[src/rtl/stream_xbar_pkg.sv]
// Shared constants and helpers for the stream crossbar switch and its buffers.
package stream_xbar_pkg;

   localparam int DEF_T_DATA_WIDTH = 8;
   localparam int DEF_S_DATA_COUNT = 2;
   localparam int DEF_M_DATA_COUNT = 3;
   localparam int DEF_FIFO_DEPTH   = 4;

   // Index widths never collapse to zero, so single-stream builds still get a 1-bit field.
   function automatic int safe_clog2(input int value);
      return (value <= 2) ? 1 : $clog2(value);
   endfunction

endpackage

[src/rtl/stream_xbar_switch_fifo.sv]
// Per-output beat buffer: pointer-pair FIFO with an extra wrap bit for full/empty.
module stream_fifo
   import stream_xbar_pkg::*;
#(
   parameter int WIDTH = 8,
   parameter int DEPTH = DEF_FIFO_DEPTH
) (
   input  logic             clk_i,
   input  logic             rst_in,
   input  logic             i_push,
   input  logic [WIDTH-1:0] i_data,
   input  logic             i_pop,
   output logic [WIDTH-1:0] o_data,
   output logic             o_full,
   output logic             o_empty
);

   localparam int ADDR_W = safe_clog2(DEPTH);

   logic [WIDTH-1:0] r_mem [DEPTH];
   logic [ADDR_W:0]  r_wr_ptr;
   logic [ADDR_W:0]  r_rd_ptr;
   logic             w_do_push;
   logic             w_do_pop;

   assign o_empty   = (r_wr_ptr == r_rd_ptr);
   assign o_full    = (r_wr_ptr[ADDR_W] != r_rd_ptr[ADDR_W]) &&
                      (r_wr_ptr[ADDR_W-1:0] == r_rd_ptr[ADDR_W-1:0]);
   assign w_do_push = i_push && !o_full;
   assign w_do_pop  = i_pop && !o_empty;

   always_ff @(posedge clk_i or negedge rst_in) begin
      if (!rst_in) begin
         r_wr_ptr <= '0;
         r_rd_ptr <= '0;
      end else begin
         if (w_do_push) r_wr_ptr <= r_wr_ptr + 1'b1;
         if (w_do_pop)  r_rd_ptr <= r_rd_ptr + 1'b1;
      end
   end

   always_ff @(posedge clk_i) begin
      if (w_do_push) r_mem[r_wr_ptr[ADDR_W-1:0]] <= i_data;
   end

   // Head is forced to zero when empty so stale storage never reaches the outputs.
   assign o_data = o_empty ? '0 : r_mem[r_rd_ptr[ADDR_W-1:0]];

endmodule

[src/rtl/stream_xbar_switch.sv]
// Packet-atomic stream crossbar: per-output round-robin arbiter with packet lock and output FIFO.
module stream_xbar_switch
   import stream_xbar_pkg::*;
#(
   parameter  int T_DATA_WIDTH = DEF_T_DATA_WIDTH,
   parameter  int S_DATA_COUNT = DEF_S_DATA_COUNT,
   parameter  int M_DATA_COUNT = DEF_M_DATA_COUNT,
   parameter  int FIFO_DEPTH   = DEF_FIFO_DEPTH,
   localparam int T_ID___WIDTH = safe_clog2(S_DATA_COUNT),
   localparam int T_DEST_WIDTH = safe_clog2(M_DATA_COUNT)
) (
   input  logic                                       clk_i,
   input  logic                                       rst_in,
   input  logic [S_DATA_COUNT-1:0][T_DATA_WIDTH-1:0]  s_data_i,
   input  logic [S_DATA_COUNT-1:0][T_DEST_WIDTH-1:0]  s_dest_i,
   input  logic [S_DATA_COUNT-1:0]                    s_last_i,
   input  logic [S_DATA_COUNT-1:0]                    s_valid_i,
   output logic [S_DATA_COUNT-1:0]                    s_ready_o,
   output logic [M_DATA_COUNT-1:0][T_DATA_WIDTH-1:0]  m_data_o,
   output logic [M_DATA_COUNT-1:0][T_ID___WIDTH-1:0]  m_id_o,
   output logic [M_DATA_COUNT-1:0]                    m_last_o,
   output logic [M_DATA_COUNT-1:0]                    m_valid_o,
   input  logic [M_DATA_COUNT-1:0]                    m_ready_i
);

   localparam int ENT_W = T_DATA_WIDTH + T_ID___WIDTH + 1;

   logic [M_DATA_COUNT-1:0][S_DATA_COUNT-1:0] w_req;
   logic [S_DATA_COUNT-1:0]                   w_dest_bad;
   logic [M_DATA_COUNT-1:0]                   w_gnt_vld;
   logic [M_DATA_COUNT-1:0][T_ID___WIDTH-1:0] w_gnt_id;
   logic [M_DATA_COUNT-1:0]                   w_push;
   logic [M_DATA_COUNT-1:0]                   w_pop;
   logic [M_DATA_COUNT-1:0]                   w_full;
   logic [M_DATA_COUNT-1:0]                   w_empty;
   logic [M_DATA_COUNT-1:0][ENT_W-1:0]        w_push_data;
   logic [M_DATA_COUNT-1:0][ENT_W-1:0]        w_head;
   logic [M_DATA_COUNT-1:0]                   r_lock;
   logic [M_DATA_COUNT-1:0][T_ID___WIDTH-1:0] r_lock_id;
   logic [M_DATA_COUNT-1:0][T_ID___WIDTH-1:0] r_rr_ptr;

   function automatic logic [T_ID___WIDTH-1:0] f_next_id(input logic [T_ID___WIDTH-1:0] id);
      return (int'(id) >= S_DATA_COUNT - 1) ? '0 : id + 1'b1;
   endfunction

   always_comb begin
      w_req      = '0;
      w_dest_bad = '0;
      for (int i = 0; i < S_DATA_COUNT; i++) begin
         w_dest_bad[i] = ({1'b0, s_dest_i[i]} >= (T_DEST_WIDTH + 1)'(M_DATA_COUNT));
         for (int j = 0; j < M_DATA_COUNT; j++)
            w_req[j][i] = s_valid_i[i] && (s_dest_i[i] == T_DEST_WIDTH'(j));
      end
   end

   // A locked output keeps granting its packet owner even through valid gaps.
   always_comb begin
      w_gnt_vld = '0;
      w_gnt_id  = '0;
      for (int j = 0; j < M_DATA_COUNT; j++) begin
         if (r_lock[j]) begin
            w_gnt_vld[j] = 1'b1;
            w_gnt_id[j]  = r_lock_id[j];
         end else begin
            for (int k = 0; k < S_DATA_COUNT; k++) begin
               if (!w_gnt_vld[j] &&
                   w_req[j][T_ID___WIDTH'((int'(r_rr_ptr[j]) + k) % S_DATA_COUNT)]) begin
                  w_gnt_vld[j] = 1'b1;
                  w_gnt_id[j]  = T_ID___WIDTH'((int'(r_rr_ptr[j]) + k) % S_DATA_COUNT);
               end
            end
         end
      end
   end

   // Ready depends only on grant and FIFO fill state, never on downstream ready.
   always_comb begin
      s_ready_o   = '0;
      w_push      = '0;
      w_push_data = '0;
      for (int i = 0; i < S_DATA_COUNT; i++) begin
         if (w_dest_bad[i]) begin
            s_ready_o[i] = rst_in;
         end else begin
            for (int j = 0; j < M_DATA_COUNT; j++)
               if ((s_dest_i[i] == T_DEST_WIDTH'(j)) && w_gnt_vld[j] && !w_full[j] &&
                   (w_gnt_id[j] == T_ID___WIDTH'(i)))
                  s_ready_o[i] = rst_in;
         end
      end
      for (int j = 0; j < M_DATA_COUNT; j++) begin
         w_push[j]      = rst_in && w_gnt_vld[j] && !w_full[j] && w_req[j][w_gnt_id[j]];
         w_push_data[j] = {s_data_i[w_gnt_id[j]], w_gnt_id[j], s_last_i[w_gnt_id[j]]};
      end
   end

   always_ff @(posedge clk_i or negedge rst_in) begin
      if (!rst_in) begin
         r_lock    <= '0;
         r_lock_id <= '0;
         r_rr_ptr  <= '0;
      end else begin
         for (int j = 0; j < M_DATA_COUNT; j++) begin
            if (w_push[j]) begin
               if (w_push_data[j][0]) begin
                  r_lock[j]   <= 1'b0;
                  r_rr_ptr[j] <= f_next_id(w_gnt_id[j]);
               end else begin
                  r_lock[j]    <= 1'b1;
                  r_lock_id[j] <= w_gnt_id[j];
               end
            end
         end
      end
   end

   for (genvar j = 0; j < M_DATA_COUNT; j++) begin : g_out
      stream_fifo #(
         .WIDTH (ENT_W),
         .DEPTH (FIFO_DEPTH)
      ) u_fifo (
         .clk_i   (clk_i),
         .rst_in  (rst_in),
         .i_push  (w_push[j]),
         .i_data  (w_push_data[j]),
         .i_pop   (w_pop[j]),
         .o_data  (w_head[j]),
         .o_full  (w_full[j]),
         .o_empty (w_empty[j])
      );
      assign m_valid_o[j] = !w_empty[j];
      assign w_pop[j]     = !w_empty[j] && m_ready_i[j];
      assign {m_data_o[j], m_id_o[j], m_last_o[j]} = w_head[j];
   end

endmodule

[config.mk]
export PLATFORM = sky130hd
export DESIGN_NAME = stream_xbar_switch
export DESIGN_NICKNAME = d
export VERILOG_FILES = /design/src/rtl/stream_xbar_pkg.sv /design/src/rtl/stream_xbar_switch_fifo.sv /design/src/rtl/stream_xbar_switch.sv
export SDC_FILE = /design/constraint.sdc
export NUM_CORES = 1
export LEC_CHECK = 0
export ABC_AREA = 1
export BUFFER_PORTS_ARGS = -buffer_cell sky130_fd_sc_hd__buf_2
export CORE_ASPECT_RATIO = 0.7
export CORE_MARGIN = 2
export CORE_UTILIZATION = 25
export CTS_CLUSTER_DIAMETER = 100
export DETAILED_ROUTE_END_ITERATION = 10
export PLACE_DENSITY_LB_ADDON = 0.15
export SETUP_SLACK_MARGIN = 0.15
export SYNTH_ARGS = -nofsm -noshare
export SYNTH_HDL_FRONTEND = slang
export SYNTH_HIERARCHICAL = 1
export SYNTH_SLANG_ARGS = --single-unit
[constraint.sdc]
create_clock -name clk_i -period 3.4 [get_ports clk_i]
set_input_delay 0.34 -clock clk_i [delete_from_list [all_inputs] [get_ports clk_i]]
set_output_delay 0.34 -clock clk_i [all_outputs]
set_load 0.005 [all_outputs]
-- Word-level counts from Yosys, hierarchy flattened
Memory sizes are Yosys's and may differ from the RTL's.
Cells that the tools add are included.
- flip-flop bits (word level): 27
- bits in writable memories: 120
- input bits: 29
- output and inout bits: 35
- word-level logic and storage cells: 202
- memories kept: 3
- $add $sub $neg: 12
- order comparisons: 14
- equal/unequal tests: 13
- multiplexer cells: 74
- bitwise logic cells: 6
- reductions and logical operators: 65
- memory list (memory ; words ; width ; rd ports ; clocked after memory_dff ; wr ports ; RTL line ; source):
    g_out[0].u_fifo.r_mem ; 4 ; 10 ; 1 ; 0 ; 1 ; stream_xbar_switch_fifo.sv:20 ; logic [WIDTH-1:0] r_mem [DEPTH];
    g_out[1].u_fifo.r_mem ; 4 ; 10 ; 1 ; 0 ; 1 ; stream_xbar_switch_fifo.sv:20 ;
    g_out[2].u_fifo.r_mem ; 4 ; 10 ; 1 ; 0 ; 1 ; stream_xbar_switch_fifo.sv:20 ;
- operators with widths (cell ; number):
    two-way mux 1 bit ; 65
    logical AND 1 bit ; 48
    two-way mux 8 bit ; 6
    two-way mux 10 bit ; 3
    adder 3 x 1 -> 3 bit, second input constant ; 6
    < comparator 1 x 3 -> 1 bit, second input constant ; 6
    AND reduction 2 bit ; 6
    equality test 3 bit ; 3
    logical NOT 1 bit ; 9
    adder 1 bit, second input constant ; 6
    equality test 2 bit ; 3
    < comparator 1 x 2 -> 1 bit, second input constant ; 3
    inverter 1 bit ; 6
    equality test 2 x 1 -> 1 bit, second input constant ; 2
    equality test 2 bit, second input constant ; 2
    >= comparator 2 bit, second input constant ; 2
    logical NOT 2 bit ; 2
    >= comparator 1 bit, second input constant ; 3
    inequality test 1 bit ; 3

-- Depth between registers and ports, before layout
Gate-level depths: netlist (run 1).
- depth after elaboration: 17
- depth in mapped cells: 15
- gate-level depth less buffers: 15

-- Hierarchy
The synthesis (run 1) kept the hierarchy.
- by module, submodules not included (module ; times used ; cells an instance ; area an instance (um^2)):
    stream_fifo at g_out[0].u_fifo ... ; 2 ; 191 ; 2021.9
    stream_fifo at g_out[2].u_fifo ; 1 ; 190 ; 2023.2
    stream_xbar_switch ; 1 ; 201 ; 1198.6

-- Worst setup path after synthesis (run 1)
OpenSTA, ideal clock, no wires.
- kind: register to register
- from: register g_out[0].u_fifo.r_wr_ptr[0]
- to: memory g_out[0].u_fifo/r_mem[0][0] in the netlist's numbering, enable pin
- library setup time: 0.376 ns
- arrival time: 1.787 ns
- required time: 3.024 ns
- path slack: 1.237 ns
- stages on the path, launching flop included: 13
- path buffers: 0
- cells stage by stage: dfrtp_1 inv_1 nand2_1 nand2_1 nand3_2 inv_1 inv_1 nand2_1 nor2_2 nand2_1 inv_1 nand2_2 nor2_1
- cells in the longest elaborated chain, start to end: 8
- RTL lines (element ; RTL line ; source):
    from (decl) ; stream_xbar_switch_fifo.sv:21 ; logic [ADDR_W:0] r_wr_ptr;
    from (signal assigned) ; stream_xbar_switch_fifo.sv:37 ; if (w_do_push) r_wr_ptr <= r_wr_ptr + 1'b1;
    equality test 2 bit ; stream_xbar_switch_fifo.sv:28 ; (r_wr_ptr[ADDR_W-1:0] == r_rd_ptr[ADDR_W-1:0]);
    logical AND 1 bit ; stream_xbar_switch_fifo.sv:27 ; assign o_full = (r_wr_ptr[ADDR_W] != r_rd_ptr[ADDR_W]) &&
    via w_full[0] ; stream_xbar_switch.sv:34 ; logic [M_DATA_COUNT-1:0] w_full;
    logical NOT 1 bit ; stream_xbar_switch.sv:92 ; w_push[j] = rst_in && w_gnt_vld[j] && !w_full[j] && w_req[j][w_gnt_id[j]];
    logical AND 1 bit (2 in a row) ; stream_xbar_switch.sv:92 ;
    via w_push[0] ; stream_xbar_switch.sv:32 ; logic [M_DATA_COUNT-1:0] w_push;
    logical AND 1 bit ; stream_xbar_switch_fifo.sv:29 ; assign w_do_push = i_push && !o_full;
    two-way mux 1 bit ; stream_xbar_switch_fifo.sv:43 ; if (w_do_push) r_mem[r_wr_ptr[ADDR_W-1:0]] <= i_data;
    two-way mux 1 bit (not written as such) ; stream_xbar_switch_fifo.sv:43 ;
    to (decl) ; stream_xbar_switch_fifo.sv:20 ;
The timed path passes the listed nets, and every way through them passes these cells.

-- Final worst setup path (run 1)
- from: register g_out[2].u_fifo.r_rd_ptr[1]
- to: output port s_ready_o[0]
- cells in the longest elaborated chain, start to end: 7
- RTL lines (element ; RTL line ; source):
    from (decl) ; stream_xbar_switch_fifo.sv:22 ; logic [ADDR_W:0] r_rd_ptr;
    from (signal assigned) ; stream_xbar_switch_fifo.sv:38 ; if (w_do_pop) r_rd_ptr <= r_rd_ptr + 1'b1;
    equality test 2 bit ; stream_xbar_switch_fifo.sv:28 ;
    logical AND 1 bit ; stream_xbar_switch_fifo.sv:27 ;
    via w_full[2] ; stream_xbar_switch.sv:34 ;
    logical NOT 1 bit ; stream_xbar_switch.sv:86 ; if ((s_dest_i[i] == T_DEST_WIDTH'(j)) && w_gnt_vld[j] && !w_full[j] &&
    logical AND 1 bit (2 in a row) ; stream_xbar_switch.sv:86 ;
    two-way mux 1 bit ; stream_xbar_switch.sv:86 ;
    two-way mux 1 bit ; stream_xbar_switch.sv:82 ; if (w_dest_bad[i]) begin
    to (decl) ; stream_xbar_switch.sv:18 ; output logic [S_DATA_COUNT-1:0] s_ready_o,
The timed path passes the listed nets, and every way through them passes these cells.

==> results.md, run 1 <==
* Main synth FF type: edfxtp_1
* Post-CTS sizing at 0
* Slew @ Worst Pin at 0.796 ns
* Overflow after GRT at 0
* Tcrit/Tclk final at 77.6%
* Worst Setup Path Type: reg2out
* Net count after synthesis at 817
* Largest net degree at the start of global routing at 25
* Setup WS post-layout at 0.760 ns
* Top routing layer used: met4
* Yosys top cell area share at 49.6%
* Post-Syn Area per Cell at 9.40 um^2
* Met2 WL post-DR at 7300 um
* Tot GR Track Use at 12.3%
* Max Cap Viol at 0
* Met1 wire length at 9740 um
* Inst Count DP at 1206
* Setup violators final at 0
* Clock transition at the registers of the reported paths at 0.06 ns
* Final Hold Viols at 0
* Die width at 208 um
* Residual DRC count at 0
* Final setup TNS at 0 ns
* Latest clock arrival within the worst-skew pair at 0.42 ns
* Post-CTS Hold Buffers at 1
* Worst vdd ir at 0.373 mV
* Port Buf Inserts at 63
* DP Worst Slack at 0.811 ns
* Total die area at 30500 um^2
* Die Ht at 147 um
* Antenna violations before repair at 0
* Maximum fanout along the worst path at 24
* Post-DRT Antenna Nets at 0
* Slew margin rel. at 46.3%
* Post-synth EDFFs at 120
* Outcome: complete, no violations
* Post-synth ARST share at 18.4%
* Max Transition Viols Final at 0
* Cell Area, Synth at 7270 um^2
* Met3 WL at 627 um
* Max Freq at 379 MHz
* Register area share after synthesis at 58.9%
* Crit path required time at 3.06 ns
* Vias in the first global route at 5090
* Design Area, Final at 8610 um^2
* Num rows at 52
* Top post-synthesis cells by count: nand2_1 (179), edfxtp_1 (120), nor2_1 (109)
* DP HPWL at 12800 um
* Top cells by area, synth: edfxtp_1 (50%), dfrtp_1 (9.3%), nand2_1 (9.2%)
* Starting DRT DRC Count at 346
* Antenna cells at 0
* P_leak at 3.74 nW
* Crit. End Element: primary output
* Clk sinks at 147
* DP Area at 8000 um^2
* Clock root buffer: clkbuf_16
* CTS HTree Levels at 4
* Most common cell in the netlist: nand2_1
* I/O pin total at 64
* Wirelength per Cell at 14.4 um
* YS warnings at 6
* RSZ-0062 raised after global routing: false
* CTS tree: built
* Startpoint types: flip-flop
* Post-layout nets at 892
* Share of cells above drive strength 1 at 17.3%
* First-pass GRT wire length at 28800 um
* Power per Cell Area at 803 nW/um^2
* P&R area growth vs syn at 18.4%
* Hold WC Path Type: in2reg
* Via count at 5195
* Dominant cell type by area after synthesis: edfxtp_1
* Clock skew at 0.00852 ns
* First-pass DRT Iterations at 4
* Final min period at 2.64 ns
* FILL cells at 3025
* Post-Synthesis Cells at 773
* Initial Util at 25.3%
* Synth cell types at 26
* Routed Wire Length at 17800 um
* Core ar. at 28800 um^2
* Worst Hold Margin at 0.270 ns
* Post-CTS Setup Bufs at 0
* Vias/cell at 4.19
* CP Data Arrival Time at 2.30 ns
* Routability Congestion at 0.762
* Final cell count without fillers at 1239
* #FFs+latches synth at 147
* Clock buffer depth at 2
* CTS Buf Count at 17
==> cell type report <==
cell class / instances / area, um^2 / share of cell area (%)
well taps: 378 / 473 / 5.50
inverters: 103 / 387 / 4.49
clock buffers: 19 / 433 / 5.03
clock inverters: 13 / 159 / 1.85
repair buffers: 84 / 475 / 5.52
multi-input cells: 495 / 2400 / 27.9
flip-flops and latches: 147 / 4280 / 49.7
==> kinds of logic (layout without fill, tap and decap cells) <==
logic type / Yosys count / after routing / synth area share [%]
xor+xnor: 4 / 4 / 0.482
fa+ha+maj: 15 / 15 / 2.58
simple gates: 353 / 353 / 20.5
buf+inv: 131 / 219 / 8.08
compound gates: 123 / 123 / 9.51
flops: 147 / 147 / 58.9
==> per-stage QoR <==
stage	utilization [%]	power [W]
floorplan	-	0.00423
global placement	27.8	0.00513
detailed placement	27.8	0.00511
CTS	29.9	0.00705
global route	29.9	0.00753
finish	29.9	0.00691
==> flip-flops by register name, summed over array words and instances (netlist names) <==
register	cells
g_out.u_fifo/r_mem	120
g_out.u_fifo/r_rd_ptr	9
g_out.u_fifo/r_wr_ptr	9
r_lock	3
r_lock_id	3
r_rr_ptr	3
==> final timing paths <==
path	startpoint	slack, ns	to	cells past startpoint
setup / recovery	g_out[2].u_fifo/r_rd_ptr[1]	0.76	s_ready_o[0]	11
hold / removal	s_last_i[0]	0.27	r_rr_ptr[0]	3
setup reg to reg	g_out[1].u_fifo/r_rd_ptr[0]	0.82	g_out[1].u_fifo/r_mem[3][0]	12
hold reg to reg	r_rr_ptr[1]	0.47	r_rr_ptr[1]	2
max in group asynchronous	rst_in	2.45	g_out[1].u_fifo/r_wr_ptr[2]	3
min in group asynchronous	rst_in	0.38	g_out[2].u_fifo/r_rd_ptr[0]	2
==> report_power, final <==
part | internal (W) | switching (W)
registers | 0.00221 | 0.000194
clock network | 0.00115 | 0.000750
logic | 0.000902 | 0.00171
==> worst max-delay path, stage by stage, from the launching register on <==
cell and delay [ns]:
dfrtp_1 0.86, inv_1 0.09, nand2_1 0.08, nand2_1 0.08
nand3_2 0.12, inv_1 0.07, inv_1 0.07, nand3_1 0.07
nor2_1 0.13, nand3_2 0.08, nand4_1 0.11, buf_2 0.13
==> placed cells by master (no fill, tap or decap) <==
master / count
or2_0: 1
dlygate4sd3_1: 1
clkbuf_1: 2
o21ai_2: 8
clkinvlp_4: 3
clkinv_2: 4
nor2_2: 2
nand3_1: 39
nand2_2: 5
o21ai_4: 2
o21ai_0: 85
ha_1: 15
nand3_2: 9
xor2_1: 4
dfrtp_1: 27
inv_1: 98
nor2_1: 109
clkbuf_16: 17
nand2_4: 3
o21ai_1: 25
nand2_1: 179
buf_2: 63
inv_6: 1
buf_4: 20
clkinv_4: 2
inv_2: 5
edfxtp_1: 120
nand4_1: 5
bufinv_16: 3
a21oi_1: 1
nor3_1: 1
a21oi_4: 2
==> metal layers <==
layer,global-route usage [%],up-vias
met5,0,-
met4,3.83,0
met3,2.82,11
met2,17.5,78
met1,18.4,2437
li1,-,2669
Power figures use the tool's default switching activity.
==> run 2: changes to the inputs <==
--- a/config.mk
+++ b/config.mk
@@ -5,7 +5,7 @@
 export SDC_FILE = /design/constraint.sdc
 export NUM_CORES = 1
 export LEC_CHECK = 0
-export ABC_AREA = 1
+export ABC_AREA = 0
 export BUFFER_PORTS_ARGS = -buffer_cell sky130_fd_sc_hd__buf_2
 export CORE_ASPECT_RATIO = 0.7
 export CORE_MARGIN = 2
==> constraint.sdc (replaced) <==
create_clock -name clk_i -period 2.4 [get_ports clk_i]
set_input_delay 0.24 -clock clk_i [delete_from_list [all_inputs] [get_ports clk_i]]
set_output_delay 0.24 -clock clk_i [all_outputs]
set_load 0.005 [all_outputs]
==> run 2 against run 1 <==
Power is 44% higher. Largest power group unchanged. Global-route usage is 0.55 points lower. Flip-flop and latch count stayed put. Clock power is 34% higher. Register-to-register slack worse by 0.53 ns. Area after synthesis is 1.5% higher. Critical endpoint is now m_data_o[11]. Highest routed layer unchanged. First-iteration DRC count is 44% lower. Combinational power is 66% higher.
==> results.md, run 2 <==
* Outcome: complete, no violations (unchanged)
* Net count after synthesis at 500 (was 817)
* Post-synth ARST share at 18.4% (unchanged)
* Synth cell types at 49 (was 26)
* CP Launch Point: g_out[1].u_fifo/r_wr_ptr[2] (was g_out[2].u_fifo/r_rd_ptr[1])
* Reg area at 4290 um^2 (was 4280 um^2)
* Max Transition Viols Final at 0 (unchanged)
* Die Ht at 148 um (was 147 um)
* Final Hold Viols at 0 (unchanged)
* Post-Synthesis Cells at 456 (was 773)
* CP Data Arrival Time at 1.94 ns (was 2.30 ns)
* Largest net degree at the start of global routing at 18 (was 25)
* Wirelength per Cell at 18.3 um (was 14.4 um)
* Utilization after layout at 32.0% (was 29.9%)
* Share of cells above drive strength 1 at 46.9% (was 17.3%)
* Crit. End Element: primary output (unchanged)
* Port Buf Inserts at 63 (unchanged)
* Residual DRC count at 0 (unchanged)
* Max FFs per register at 120 (unchanged)
* Routability Congestion at 0.780 (was 0.762)
* Antenna cells at 0 (unchanged)
* Tcrit/Tclk final at 90.7%
* Tot GR Track Use at 11.8% (was 12.3%)
* Most common cell in the netlist: edfxtp_1 (was nand2_1)
* Main synth FF type: edfxtp_1 (unchanged)
* Post-layout nets at 609 (was 892)
* Max Freq at 459 MHz
* Overflow after GRT at 0 (unchanged)
* Vias in the first global route at 4417 (was 5090)
* Multi-input logic area at 3020 um^2 (was 2400 um^2)
* Startpoint types: flip-flop (unchanged)
* DP Worst Slack at 0.151 ns (was 0.811 ns)
* Crit path required time at 2.16 ns (was 3.06 ns)
* Register area share after synthesis at 58.0% (was 58.9%)
* Clock skew at 0.00990 ns (was 0.00852 ns)
* Leading cell type in the layout, fill and taps excluded: edfxtp_1 (was nand2_1)
* Core ar. at 29000 um^2 (was 28800 um^2)
* Final min period at 2.18 ns
* Worst Setup Path Type: reg2out (unchanged)
* CTS tree: built (unchanged)
* DP HPWL at 12300 um (was 12800 um)
* Clock root buffer: clkbuf_16 (unchanged)
* Routed Wire Length at 17500 um (was 17800 um)
* Clk sinks at 147 (unchanged)
* Num rows at 52 (unchanged)
* Reg2reg start: g_out[0].u_fifo/r_rd_ptr[2] (was g_out[1].u_fifo/r_rd_ptr[0])
* R2R cell count at 10 (was 12)
* Post-Syn Area per Cell at 16.2 um^2 (was 9.40 um^2)
* Post-synth EDFFs at 120 (unchanged)
* CTS Buf Count at 17 (unchanged)
* CTS HTree Levels at 4 (unchanged)
* Via count at 4156 (was 5195)
* #FFs+latches synth at 147 (unchanged)
* Worst vdd ir at 0.512 mV (was 0.373 mV)
* I/O pin total at 64 (unchanged)
* Clock transition at the registers of the reported paths at 0.07 ns (was 0.06 ns)
* Total die area at 30900 um^2 (was 30500 um^2)
* Max Cap Viol at 0 (unchanged)
* Initial Util at 25.5% (was 25.3%)
* Hold WC Path Type: in2reg (unchanged)
* Setup WS post-layout at 0.224 ns (was 0.760 ns)
* Critical path endpoint: m_data_o[11] (was s_ready_o[0])
* Yosys top cell area share at 48.9% (was 49.6%)
* Antenna violations before repair at 1 (was 0)
* Dominant cell type by area after synthesis: edfxtp_1 (unchanged)
* Most frequent cells in the layout: edfxtp_1 (120), buf_2 (63), buf_4 (31) (was nand2_1 (179), edfxtp_1 (120), nor2_1 (109))
* Starting DRT DRC Count at 195 (was 346)
* Power per Cell Area at 1070 nW/um^2 (was 803 nW/um^2)
* First-pass DRT Iterations at 4 (unchanged)
* R2r setup slk at 0.29 ns (was 0.82 ns)
* R2r endpoint: g_out[0].u_fifo/r_mem[3][8] (was g_out[1].u_fifo/r_mem[3][0])
* RSZ-0062 raised after global routing: true (was false)
* Clock buffer depth at 2 (unchanged)
* Top post-synthesis cells by count: edfxtp_1 (120), mux4_2 (30), nor2b_4 (28) (was nand2_1 (179), edfxtp_1 (120), nor2_1 (109))
* YS warnings at 6 (unchanged)
* Top cells by area, synth: edfxtp_1 (49%), dfrtp_1 (9.2%), mux4_2 (9.2%) (was edfxtp_1 (50%), dfrtp_1 (9.3%), nand2_1 (9.2%))
* Slew margin rel. at 71.4% (was 46.3%)
* P&R area growth vs syn at 25.6% (was 18.4%)
* Latest clock arrival within the worst-skew pair at 0.42 ns (about the same)
* Post-DRT Antenna Nets at 0 (unchanged)
* Die width at 209 um (was 208 um)
* Slew @ Worst Pin at 0.422 ns (was 0.796 ns)
* FILL cells at 2794 (was 3025)
* Final setup TNS at 0 ns (unchanged)
* First-pass GRT wire length at 26900 um (was 28800 um)
* Maximum fanout along the worst path at 6 (was 24)
* Vias/cell at 4.35 (was 4.19)
* Cell Area, Synth at 7370 um^2 (was 7270 um^2)
* Setup violators final at 0 (unchanged)
* P_leak at 3.48 nW (was 3.74 nW)
run 2: through the flow:
| step | std cells | cell area [um^2] | hold slack [ns] | power (W) |
|---|---|---|---|---|
| floorplan | 456 | 7420 | -0.0556 | 0.00588 |
| global placement | 914 | 8360 | 0.144 | 0.00685 |
| detailed placement | 914 | 8360 | 0.139 | 0.00686 |
| CTS | 950 | 9050 | 0.199 | 0.00969 |
| global route | 956 | 9260 | 0.209 | 0.0105 |
| finish | 956 | 9260 | 0.215 | 0.00996 |
run 2: worst max-delay path, cell delays in order, from the launching register on:
cell	delay, ns
dfrtp_1	0.46
xor2_2	0.18
buf_4	0.18
nor3_4	0.23
buf_12	0.14
clkbuf_16	0.16
nor2b_4	0.04
buf_2	0.12
run 2: where the power goes:
part	internal (W)	switching, W
Clock	0.00137	0.00118
Combinational	0.00223	0.00211
Sequential	0.00291	0.000160
Total	0.00651	0.00345
run 2: worst min path at each step:
stage / slack, ns / endpoint / start / cells past startpoint
final: 0.22 / g_out[2].u_fifo/r_mem[2][3] / s_data_i[1] / 2
after floorplan: -0.06 / g_out[0].u_fifo/r_rd_ptr[0] / rst_in / 0
after CTS: 0.20 / g_out[2].u_fifo/r_mem[3][3] / s_data_i[1] / 2
after global routing: 0.21 / g_out[2].u_fifo/r_mem[3][3] / s_data_i[9] / 2
after detailed placement: 0.14 / g_out[1].u_fifo/r_rd_ptr[2] / rst_in / 1
after global placement: 0.14 / g_out[1].u_fifo/r_rd_ptr[2] / rst_in / 1
run 2: metal layers:
layer / up-vias / part of all wire (%) / GRT usage [%] / routed length [um]
li1: 1967 / - / - / -
met2: 63 / 45 / 18.0 / 7920
met5: - / 0 / 0 / 0
met4: 0 / 1.1 / 3.11 / 188
met1: 2114 / 51 / 16.7 / 8850
met3: 12 / 2.9 / 2.83 / 510
run 2: area by class of cell:
type / count / area share, %
repair buffers: 109 / 8.95
well taps: 378 / 5.11
clock buffers: 17 / 4.59
clock inverters: 15 / 1.49
flip-flops and latches: 147 / 46.3
multi-input cells: 266 / 32.6
inverters: 24 / 0.972
run 2: logic make-up after synthesis:
logic type	count (synthesis)	synth area share (%)
flops	147	58.0
simple gates	97	10.9
compound gates	64	6.57
mux	60	13.8
buf+inv	43	3.72
xor+xnor	30	4.48
fa+ha+maj	15	2.54
run 2: timing repair:
action                     4_1_cts  5_1_grt
gates cloned                     0        1
setup buffers                    3        5
pin swaps                        2        5
hold endpoints to repair         6        0
hold buffers                     1        0
setup endpoints to repair       45      158
resized for setup               20       29
==> run 3: changes to the inputs <==
--- a/config.mk
+++ b/config.mk
@@ -10,9 +10,11 @@
 export CORE_ASPECT_RATIO = 0.7
 export CORE_MARGIN = 2
 export CORE_UTILIZATION = 25
+export CTS_BUF_LIST = sky130_fd_sc_hd__clkbuf_4
 export CTS_CLUSTER_DIAMETER = 100
 export DETAILED_ROUTE_END_ITERATION = 10
 export PLACE_DENSITY_LB_ADDON = 0.15
+export REMOVE_ABC_BUFFERS = 1
 export SETUP_SLACK_MARGIN = 0.15
 export SYNTH_ARGS = -nofsm -noshare
 export SYNTH_HDL_FRONTEND = slang
==> run 3 against run 2 <==
Clock-buffer cell count did not move. Fmax fell by 4.9%. Final cell count rose by 4.3%. Clock skew rose by 0.012 ns. Flip-flop and latch count did not move. Clock power fell by 33%. Worst hold slack got worse by 0.15 ns. Largest power group unchanged.
==> results.md, run 3 (synthesis gave the netlist of run 2 again) <==
* Maximum fanout along the worst path at 6 (unchanged)
* P_sw at 0.00355 W (was 0.00345 W)
* Inst Count DP at 923 (was 914)
* Clock skew at 0.0214 ns (was 0.00990 ns)
* Antenna violations before repair at 1 (unchanged)
* Share of cells above drive strength 1 at 50.4% (was 46.9%)
* Worst Hold Margin at 0.0630 ns (was 0.215 ns)
* P&R area growth vs syn at 28.0% (was 25.6%)
* Port Buf Inserts at 63 (unchanged)
* Residual DRC count at 0 (unchanged)
* Core ar. at 29000 um^2 (unchanged)
* Total die area at 30900 um^2 (unchanged)
* Clk sinks at 147 (unchanged)
* Post-layout nets at 650 (was 609)
* Post-DRT Antenna Nets at 0 (unchanged)
* Setup violators final at 0 (unchanged)
* Wirelength per Cell at 18.6 um (was 18.3 um)
* Most frequent cells in the layout: edfxtp_1 (120), buf_4 (61), buf_2 (61) (was edfxtp_1 (120), buf_2 (63), buf_4 (31))
* CP Data Arrival Time at 2.05 ns (was 1.94 ns)
* Crit path required time at 2.16 ns (about the same)
* Clk pwr share at 17.0% (was 25.6%)
* Tcrit/Tclk final at 95.3% (was 90.7%)
* Starting DRT DRC Count at 295 (was 195)
* DP Area at 8350 um^2 (was 8360 um^2)
* Worst Setup Path Type: reg2out (unchanged)
* I/O pin total at 64 (unchanged)
* Final cell count without fillers at 997 (was 956)
* Slew margin rel. at 69.8% (was 71.4%)
* Tot GR Track Use at 12.0% (was 11.8%)
* Die width at 209 um (unchanged)
* Routability Congestion at 0.771 (was 0.780)
* Die Ht at 148 um (unchanged)
* Leading cell type in the layout, fill and taps excluded: edfxtp_1 (unchanged)
* Vias/cell at 4.40 (was 4.35)
* Outcome: complete, no violations (unchanged)
* CTS HTree Levels at 4 (unchanged)
* Utilization after layout at 32.6% (was 32.0%)
* Startpoint types: flip-flop (unchanged)
* Switching part of the total power at 35.3% (was 34.6%)
* Crit. End Element: primary output (unchanged)
* Clock transition at the registers of the reported paths at 0.14 ns (was 0.07 ns)
* Max Cap Viol at 0 (unchanged)
* Vias in the first global route at 4490 (was 4417)
* Final Hold Viols at 0 (unchanged)
* Latest clock arrival within the worst-skew pair at 0.54 ns (was 0.42 ns)
* Reg power frac at 30.2% (was 30.8%)
* Power per Cell Area at 1060 nW/um^2 (was 1070 nW/um^2)
* Initial Util at 25.5% (unchanged)
* Max Transition Viols Final at 0 (unchanged)
* First-pass DRT Iterations at 4 (unchanged)
* CTS Buf Count at 17 (unchanged)
* Largest net degree at the start of global routing at 17 (was 18)
* Overflow after GRT at 0 (unchanged)
* Via count at 4383 (was 4156)
* FILL cells at 2827 (was 2794)
* First-pass GRT wire length at 27200 um (was 26900 um)
* Routed Wire Length at 18500 um (was 17500 um)
* DP HPWL at 12800 um (was 12300 um)
* P_int at 0.00649 W (was 0.00651 W)
* Final min period at 2.29 ns (was 2.18 ns)
* Clock root buffer: clkbuf_4 (was clkbuf_16)
* RSZ-0062 raised after global routing: true (unchanged)
* R2R cell count at 10 (unchanged)
* Max FFs per register at 120 (unchanged)
* Combinational fraction of design power at 52.8% (was 43.6%)
* Design Area, Final at 9440 um^2 (was 9260 um^2)
* CTS tree: built (unchanged)
* Num rows at 52 (unchanged)
* Antenna cells at 0 (unchanged)
* Clock buffer depth at 2 (unchanged)
* Max Freq at 437 MHz (was 459 MHz)
* Hold WC Path Type: in2async (was in2reg)
* Worst vdd ir at 0.937 mV (was 0.512 mV)
* P_leak at 3.63 nW (was 3.48 nW)
* Slew @ Worst Pin at 0.445 ns (was 0.422 ns)
run 3: cell types whose count changed in the layout (fill, tap and decap cells not counted), moves of 3 or more:
cell,previous run,this run
clkbuf_4,0,17
clkbuf_16,18,2
buf_4,31,61
buf_12,11,14
inv_6,7,4
buf_6,1,8
run 3: final timing paths:
path	startpoint	endpoint	slack (ns)
hold reg to reg	g_out[0].u_fifo/r_wr_ptr[2]	g_out[0].u_fifo/r_wr_ptr[2]	0.53
max in group asynchronous	rst_in	g_out[0].u_fifo/r_rd_ptr[2]	1.92
hold / removal	rst_in	r_lock_id[1]	0.06
setup reg to reg	g_out[2].u_fifo/r_rd_ptr[0]	g_out[2].u_fifo/r_mem[3][2]	0.18
min in group clk_i	s_data_i[6]	g_out[0].u_fifo/r_mem[3][8]	0.09
setup / recovery	g_out[0].u_fifo/r_rd_ptr[0]	m_data_o[5]	0.11
run 3: power groups by stage:
stage	logic (W)	clock network, W	registers (W)
6_report	0.00530	0.00171	0.00303
5_1_grt	0.00571	0.00189	0.00304
4_1_cts	0.00472	0.00177	0.00302
3_3_place_gp	0.00375	0	0.00307
2_1_floorplan	0.00222	0	0.00327
3_5_place_dp	0.00378	0	0.00308
run 3: final cells by class:
cell class                      count  area (um^2)  share of cell area [%]
Sequential cell                   147         4280                    45.4
Inverter                           24         90.1                   0.954
Clock inverter                     15          190                    2.01
Clock buffer                       17          128                    1.35
Tap cell                          378          473                    5.01
Multi-Input combinational cell    266         3010                    31.9
Timing Repair Buffer              150         1260                    13.4
run 3: per-layer routing:
metal  global-route usage (%)  up-vias  wire length [um]
met4                     2.68        0               123
met1                     17.3     2258              9550
met2                     18.3       75              8260
li1                         -     2042                 -
met3                     2.89        8               568
met5                        0        -                 0
run 3: metrics by stage:
stage / power [W] / TNS (ns) / setup WS (ns)
after floorplan: 0.00549 / -11.89 / -0.495
after global placement: 0.00682 / 0 / 0.121
after detailed placement: 0.00686 / 0 / 0.0664
after CTS: 0.00951 / 0 / 0.0731
after global routing: 0.0106 / -0.194 / -0.0328
final: 0.0100 / 0 / 0.112
run 3: timing repair:
item                       4_1_cts  5_1_grt
hold endpoints to repair        27        0
setup endpoints to repair       80      138
setup buffers                   22       14
gates resized for setup         49       27
gates cloned                     2        3
pin swaps                        9        5
hold buffers                     1        0
run 3: worst max-delay path, stage by stage, from the launching register on:
cell,delay (ns)
dfrtp_2,0.49
buf_12,0.17
xor2_4,0.18
nor3_4,0.21
buf_12,0.15
buf_12,0.13
nor2b_4,0.05
buf_2,0.12
